`src/rtl/uart_rx.sv`:
```
// 8N1 UART receiver, LSB first, idle-high line. Start validated at mid-bit,
// data/stop sampled at bit centre; a bad stop bit pulses ferr and re-hunts for idle.
module uart_rx #(
   parameter int CLKS_PER_BIT = 10416
) (
   input  logic       clk,
   input  logic       rst,
   input  logic       axiid,
   output logic       axiov,
   output logic [7:0] axiod,
   output logic       ferr,
   output logic       busy
);
   localparam int HALF = CLKS_PER_BIT / 2;
   localparam int CW   = $clog2(CLKS_PER_BIT);
   // Counters compare against N-1 so CW bits suffice even for power-of-two rates.
   localparam logic [CW-1:0] BIT_LAST  = CW'(CLKS_PER_BIT - 1);
   localparam logic [CW-1:0] HALF_LAST = CW'(HALF - 1);

   typedef enum logic [2:0] {HUNT, IDLE, START, DATA, STOP} state_t;

   state_t          state_q, state_d;
   logic [1:0]      sync_q, sync_d;
   logic [CW-1:0]   cnt_q, cnt_d;
   logic [2:0]      bit_q, bit_d;
   logic [7:0]      sh_q, sh_d;
   logic [7:0]      axiod_q, axiod_d;
   logic            axiov_q, axiov_d;
   logic            ferr_q, ferr_d;
   logic            busy_q, busy_d;
   logic            rx_s;

   assign rx_s = sync_q[1];

   always_comb begin
      state_d = state_q;
      sync_d  = {sync_q[0], axiid};
      cnt_d   = cnt_q;
      bit_d   = bit_q;
      sh_d    = sh_q;
      axiod_d = axiod_q;
      axiov_d = 1'b0;
      ferr_d  = 1'b0;
      unique case (state_q)
         HUNT: begin
            if (!rx_s) begin
               cnt_d = '0;
            end else if (cnt_q == BIT_LAST) begin
               cnt_d   = '0;
               state_d = IDLE;
            end else begin
               cnt_d = cnt_q + CW'(1);
            end
         end
         IDLE: begin
            cnt_d = '0;
            if (!rx_s) state_d = START;
         end
         START: begin
            if (cnt_q == HALF_LAST) begin
               cnt_d   = '0;
               bit_d   = '0;
               state_d = rx_s ? IDLE : DATA;
            end else begin
               cnt_d = cnt_q + CW'(1);
            end
         end
         DATA: begin
            if (cnt_q == BIT_LAST) begin
               cnt_d = '0;
               sh_d  = {rx_s, sh_q[7:1]};
               bit_d = bit_q + 3'd1;
               if (bit_q == 3'd7) state_d = STOP;
            end else begin
               cnt_d = cnt_q + CW'(1);
            end
         end
         STOP: begin
            if (cnt_q == BIT_LAST) begin
               cnt_d = '0;
               if (rx_s) begin
                  axiod_d = sh_q;
                  axiov_d = 1'b1;
                  state_d = IDLE;
               end else begin
                  ferr_d  = 1'b1;
                  state_d = HUNT;
               end
            end else begin
               cnt_d = cnt_q + CW'(1);
            end
         end
         default: state_d = HUNT;
      endcase
      busy_d = (state_d != IDLE);
   end

   always_ff @(posedge clk) begin
      if (rst) begin
         state_q <= HUNT;
         sync_q  <= 2'b11;
         cnt_q   <= '0;
         bit_q   <= '0;
         sh_q    <= '0;
         axiod_q <= '0;
         axiov_q <= 1'b0;
         ferr_q  <= 1'b0;
         busy_q  <= 1'b1;
      end else begin
         state_q <= state_d;
         sync_q  <= sync_d;
         cnt_q   <= cnt_d;
         bit_q   <= bit_d;
         sh_q    <= sh_d;
         axiod_q <= axiod_d;
         axiov_q <= axiov_d;
         ferr_q  <= ferr_d;
         busy_q  <= busy_d;
      end
   end

   assign axiov = axiov_q;
   assign axiod = axiod_q;
   assign ferr  = ferr_q;
   assign busy  = busy_q;
endmodule
```
`config.mk`:
```
export PLATFORM = sky130hd
export DESIGN_NAME = uart_rx
export DESIGN_NICKNAME = d
export VERILOG_FILES = /design/src/rtl/uart_rx.sv
export SDC_FILE = /design/constraint.sdc
export NUM_CORES = 1
export LEC_CHECK = 0
export ABC_CLOCK_PERIOD_IN_PS = 1900
export CAP_MARGIN = 20
export CORE_MARGIN = 5
export CORE_UTILIZATION = 52
export CTS_BUF_LIST = sky130_fd_sc_hd__clkbuf_4 sky130_fd_sc_hd__clkbuf_8 sky130_fd_sc_hd__clkbuf_16
export CTS_CLUSTER_SIZE = 25
export DETAILED_ROUTE_END_ITERATION = 10
export PLACE_DENSITY = 0.85
export SYNTH_ARGS = -nofsm -noshare
export SYNTH_HDL_FRONTEND = slang
export SYNTH_SLANG_ARGS = --single-unit
```
`constraint.sdc`:
```
create_clock -name clk -period 1.9 [get_ports clk]
set_input_delay 0.19 -clock clk [delete_from_list [all_inputs] [get_ports clk]]
set_output_delay 0.19 -clock clk [all_outputs]
set_load 0.005 [all_outputs]
```
==> impl_metrics.toml, run 1 <==
[timing]
period_share_pct = 99.3
drv_slew = 0
min_period_ps = 1890
fmax_ghz = 0.530
setup_viol = 0
fin_worst_skew_ps = 6.46
hold_viol = 0
tightest_slew_ps = 422
finalWorstSetupSlack_ps = 12.6
rsz0062_at_grt = "true"
relSlewSlack_pct = 71.8
hold_slack_ps = 417

[route]
drtPass1Iterations = 4
antenna_left = 0
wl_per_cell_um = 13.8
viasPerCell = 5.53
wl_mm = 4.03
via_count = 1614
drtIter0Drc = 284
drc_errors = 0

[logic_synthesis]
syn_area_per_cell_sq_um = 9.02
yosys.area.top_type = "dfxtp_1"
netlist_instances = 213
ys.warnings.count = 0
synth-seq-cells = 41
synth.top_cell.area_share_pct = 42.7
syn_area_sq_um = 1920
synth_seq_area_share_pct = 42.7
syn-num-nets = 219
ys_types = 41
synth_area_leaders = "dfxtp_1 43%, nand2_1 5.7%, nor3_2 5.2%"

[global_routing]
use_met1_pct = 20.4
grtUsageTotal_pct = 16.9
grt_pass1_wl_mm = 6.78
grt_busiest_layer = "met2"
grt_pass1_vias = 1539
grt_antenna_before_repair = 0
grt_max_degree = 22
overflow = 0
gr-usage-met2_pct = 26.7
met3_usage_pct = 4.26

[final_layout]
n_antenna_cell = 0
final_cell_mix = "40 x dfxtp_1, 27 x nand2_1, 19 x nor2_1, 19 x buf_4, 13 x clkdlybuf4s50_1"
multi_input_area_sq_um = 1060
regArea_sq_um = 822
final_util_pct = 66.8
fillerInstances = 275
drive_above_1_share_pct = 25.8
syn_to_final_growth_pct = 25.5
fin_area_sq_um = 2410
nets = 249
final_cell_count_no_fill = 292
final_common_cell = "dfxtp_1"

[die]
core-area_sq_um = 3610
die_area_sq_um = 5010
io_pins = 14
die_h_um = 70.8
rows = 22
start_util_pct = 53.3
die_w_um = 70.8

[power]
combPwrFrac_pct = 3.7
switchingPower_uw = 336
vdd_drop_max_v = 0.000405
leakagePower_uw = 0.000936
swShare_pct = 20.3
power_density_nw_per_um2 = 687
internal_power_uw = 1320
clock_power_share_pct = 43.7
p_seq_share_pct = 52.6

[critical_path]
worstPathMaxFanout = 13
rr_endpoint = "cnt_q[7]"
arrival_ps = 2060
ff2ff_setup_slack_ps = 10
r2r-start = "cnt_q[3]"
worstRegToRegCells = 6
cp-end-kind = "flop"
path_class = "reg2reg"
required_ps = 2080
critPathLaunchType = "flop"

[min_path]
min_from = "sync_q[0]"
hold_end = "sync_q[1]"
hold_depth = 1
worstHoldPathType = "reg2reg"

[clock_tree]
clkTransAtPathRegs_ps = 80
cts_inserted_buffers = 5
root_buffer = "clkbuf_8"
tritoncts = "done"
cts.sinks = 41
clock_latency_ps = 300
cts_max_level = 2
cts.path.max_buffers = 2

[outcome]
status = "complete, no violations"

[placement]
dp_hpwl_mm = 2.78
dp_slack_ps = -15.5
place_inst = 284
portBuffers = 13
placed_area_sq_um = 2250
gp_congestion = 0.932

[job]
maxCapViolations = 0
==> cell type report <==
| cell class | instances | share of cell area, % |
|---|---|---|
| Clock buffer | 6 | 3.43 |
| Inverter | 5 | 0.779 |
| Clock inverter | 2 | 1.56 |
| Timing Repair Buffer | 35 | 13.4 |
| Sequential cell | 41 | 34.1 |
| Tap cell | 48 | 2.49 |
| Multi-Input combinational cell | 155 | 44.2 |
==> state kept, by name, indices dropped and copies added, names as in the netlist <==
| register | flops |
|---|---|
| axiov | 1 |
| sh_q | 8 |
| ferr | 1 |
| bit_q | 3 |
| cnt_q | 14 |
| axiod | 8 |
| busy | 1 |
| state_q | 3 |
| sync_q | 2 |
==> cells in the mapped netlist (all sizes together) <==
master and instances:
dfxtp 41, nand2 29, nor2 19, nor3 18
a21oi 12, nand3 10, mux2i 9, clkbuf 7
xor2 7, and3 5, buf 5, inv 5
nand4 5, xnor2 4, a31oi 3, ha 3
o211ai 3, o21ai 3, or2 3, a211oi 2
and2 2, nor2b 2, nor4 2, o22ai 2
or4 2, a21boi 1, a22oi 1, a311oi 1
and4 1, mux2 1, nand2b 1, nand3b 1
nand4b 1, nand4bb 1, nor3b 1
==> cell families after synthesis <==
| logic type | share of synthesized area (%) |
|---|---|
| AO/OA/AOI/OAI | 9.97 |
| XOR/XNOR | 5.02 |
| adder cells (fa/ha/maj) | 1.95 |
| buffers and inverters | 4.23 |
| flip-flops | 42.7 |
| multiplexers | 5.28 |
| AND/OR/NAND/NOR | 30.8 |
==> worst max-delay path, cell delays in order, from the launching register on <==
cell,delay (ps)
dfxtp_1,310
or4_4,540
nor4_4,330
o22ai_2,140
a22oi_4,210
buf_12,170
nor3_2,50
==> timing repair <==
action                                  CTS  global route
setup buffers                             0             1
gates resized for setup                   3            11
pin swaps                                 0             6
hold buffers                              0             0
endpoints found under the setup margin    5            37
gates cloned                              0             0
==> per-stage QoR <==
stage | TNS (ps) | power (uW)
3_5_place_dp | -20.1 | 950
6_report | 0 | 1650
4_1_cts | 0 | 1660
2_1_floorplan | 0 | 928
5_1_grt | -888 | 1710
3_3_place_gp | 0 | 948
==> per-layer routing <==
metal / share of wire (%) / routed length [um]
met1: 46 / 1840
met2: 47 / 1890
met3: 5.7 / 231
met4: 1.6 / 63
met5: 0 / 0
==> power by group through the flow <==
stage / sequential, uW / clock, uW / combinational [uW]
final: 871 / 723 / 61.0
after global routing: 872 / 767 / 67.9
after CTS: 870 / 733 / 59.3
after detailed placement: 890 / 0 / 59.1
after global placement: 890 / 0 / 58.1
after floorplan: 890 / 0 / 38.0
==> worst max path at each step <==
stage | from | to | slack (ps)
6_report | cnt_q[3] | cnt_q[7] | 10
5_1_grt | cnt_q[10] | busy | -60
4_1_cts | cnt_q[10] | busy | 20
3_5_place_dp | cnt_q[1] | busy | -20
3_3_place_gp | cnt_q[10] | busy | 20
2_1_floorplan | cnt_q[10] | cnt_q[13] | 10
No activity file was read; power rests on OpenSTA's default activity.
==> inputs of run 2 (changes only) <==
CAP_MARGIN = 0   (was 20)
==> results of run 2 <==
Final layout, timing and power as in run 1 (identical DEF).
==> inputs of run 3 (changes only) <==
ABC_AREA = 1   (was not set)
==> run 3 against run 2 <==
Effect of this change: register-to-register slack better by 210 ps; highest routed layer unchanged; sequential share of layout area increased by 2.8 points; clock power fell by 3.0%; utilization fell by 5.7 points; sequential power hardly changed; global-route usage is 0.94 points lower; largest cell class unchanged; critical endpoint is now busy; die area grew 0.50%; flip-flop and latch count unchanged.
==> impl_metrics.toml, run 3 <==
[clock_tree]
clock_latency_ps = 300
cts_max_level = 2
cts.path.max_buffers = 2
tritoncts = "done"
clkTransAtPathRegs_ps = 80
root_buffer = "clkbuf_8"
post_cts_resized = 0
cts.sinks = 41
cts_inserted_buffers = 5
postCtsSetupBuffers = 0
postCtsHoldBufs = 0

[logic_synthesis]
synth_common_cells = "63 x nand2_1, 54 x nor2_1, 41 x dfxtp_1, 32 x inv_1, 20 x nand3_1"
synthFlopType = "dfxtp_1"
synth_seq_area_share_pct = 42.5
ys_async_sr_fraction_pct = 0
yosysMostFrequentCell = "nand2_1"
syn_area_per_cell_sq_um = 6.92
synth_edf_count = 0
synth_area_leaders = "dfxtp_1 42%, nand2_1 12%, nor2_1 10%"
synth-seq-cells = 41
syn_area_sq_um = 1930
yosys.area.top_type = "dfxtp_1"
synth.top_cell.area_share_pct = 42.5
syn-num-nets = 285
ys_types = 29
ys.warnings.count = 0
netlist_instances = 279

[critical_path]
path_delay_family = "simple AND/OR/NAND/NOR gates"
path_class = "reg2reg"
critPathLaunchType = "flop"
critPathMaxStageDelay_ps = 370
cpMaxStageDelayCell = "dfxtp_1"
worstPathCellList = "ha_1 -> nand3_1 -> nor2_2 -> nand2_2 -> o21ai_1 -> nand2_1 -> nor2_1 -> nand3_1"
cp-end-kind = "flop"
required_ps = 2070
arrival_ps = 1850
path_buf_inv = 0
worstPathMaxFanout = 7
path_common_cell = "nand3_1"

[global_routing]
grtUsageTotal_pct = 15.9
grt_antenna_before_repair = 0
overflow = 0
grt_max_degree = 18
use_met1_pct = 21.9
grt_pass1_wl_mm = 6.53
gr-usage-met2_pct = 24.0
met3_usage_pct = 4.40
grt_pass1_vias = 1538
grt_busiest_layer = "met2"

[timing]
fmax_ghz = 0.595
relSlewSlack_pct = 74.1
fin_worst_skew_ps = 7.40
drv_slew = 0
setup_viol = 0
rsz0062_at_grt = "false"
tightest_slew_ps = 388
period_share_pct = 88.5
hold_viol = 0
min_period_ps = 1680
setup_tns_ps = 0

[route]
drtPass1Iterations = 4
wl_mm = 3.57
viasPerCell = 4.77
antenna_left = 0
wl_per_cell_um = 10.4
drtIter0Drc = 161
via_count = 1640
drc_errors = 0

[power]
internal_power_uw = 1280
swShare_pct = 21.1
p_seq_share_pct = 53.9
clock_power_share_pct = 43.3
leakagePower_uw = 0.000992
combPwrFrac_pct = 2.8
switchingPower_uw = 342
vdd_drop_max_v = 0.000533
power_density_nw_per_um2 = 729

[die]
start_util_pct = 53.2
die_w_um = 71.0
die_area_sq_um = 5030
core-area_sq_um = 3630
rows = 22
die_h_um = 71.0
io_pins = 14

[min_path]
worstHoldPathType = "reg2reg"

[placement]
place_inst = 336
portBuffers = 13
dp_hpwl_mm = 2.57
gp_congestion = 0.867

[final_layout]
nets = 301
syn_to_final_growth_pct = 15.0
final_cell_mix = "63 x nand2_1, 54 x nor2_1, 41 x dfxtp_1"
regArea_sq_um = 821
n_antenna_cell = 0
final_common_cell = "nand2_1"
regMostFlops = "cnt_q"
final_util_pct = 61.1
fillerInstances = 336
drive_above_1_share_pct = 10.5
largest_register_ffs = 14
multi_input_area_sq_um = 930
final_cell_count_no_fill = 344

[job]
maxCapViolations = 0

[outcome]
status = "complete, no violations"
-- run 3: cell count changes in the layout (fill, tap and decap cells not counted), moves of 10 or more --
cell	before	now
nand2_1	27	63
inv_1	5	32
nor3_2	11	0
o21ai_0	2	12
nor2_1	19	54
buf_4	19	3
nand3_1	9	20
-- run 3: stage by stage --
stage	power [uW]	hold WS [ps]	area (sq um)	worst slack (ps)
floorplan	923	294	1930	480
global placement	936	392	2110	353
detailed placement	938	403	2110	282
CTS	1630	417	2220	229
global route	1690	432	2220	27.8
finish	1620	408	2220	219
-- run 3: power groups by stage --
stage | Combinational (uW) | Sequential (uW) | Clock, uW
after floorplan | 33.2 | 890 | 0
after global placement | 43.7 | 893 | 0
after detailed placement | 44.7 | 893 | 0
after CTS | 45.1 | 873 | 716
after global routing | 50.9 | 875 | 760
final | 44.7 | 873 | 701
-- run 3: final timing paths --
check            start  cells after the start        end  slack (ps)
min reg2reg  sync_q[0]                      1  sync_q[1]         410
min          sync_q[0]                      1  sync_q[1]         410
max reg2reg   cnt_q[0]                      8       busy         220
max           cnt_q[0]                      8       busy         220
-- run 3: layer usage --
| metal | share of wire [%] | wire length [um] | vias up |
|---|---|---|---|
| met5 | 0 | 0 | - |
| met4 | 1.8 | 63 | 0 |
| met3 | 3.9 | 140 | 6 |
| met2 | 42 | 1490 | 29 |
| met1 | 53 | 1880 | 706 |
| li1 | - | - | 899 |
-- run 3: cell type report --
| cell class | count | area share (%) |
|---|---|---|
| Inverter | 37 | 6.42 |
| Timing Repair Buffer | 16 | 6.87 |
| Sequential cell | 41 | 37.0 |
| Tap cell | 48 | 2.70 |
| Clock inverter | 3 | 2.08 |
| Multi-Input combinational cell | 194 | 41.9 |
| Clock buffer | 5 | 3.10 |
-- run 3: cell families (layout without fill, tap and decap cells) --
kind of cell | after synthesis | count (layout) | synth area share [%]
xor+xnor | 6 | 6 | 2.72
simple gates | 158 | 158 | 36.3
fa+ha+maj | 3 | 3 | 1.94
buf+inv | 44 | 61 | 9.39
compound gates | 27 | 27 | 7.19
flops | 41 | 41 | 42.5
-- run 3: worst reg2reg max path, delay by kind of cell, from the launching register on --
family,cells,cell delay [ps]
compound gates,1,270
fa+ha+maj,1,210
flops,1,370
simple gates,6,710
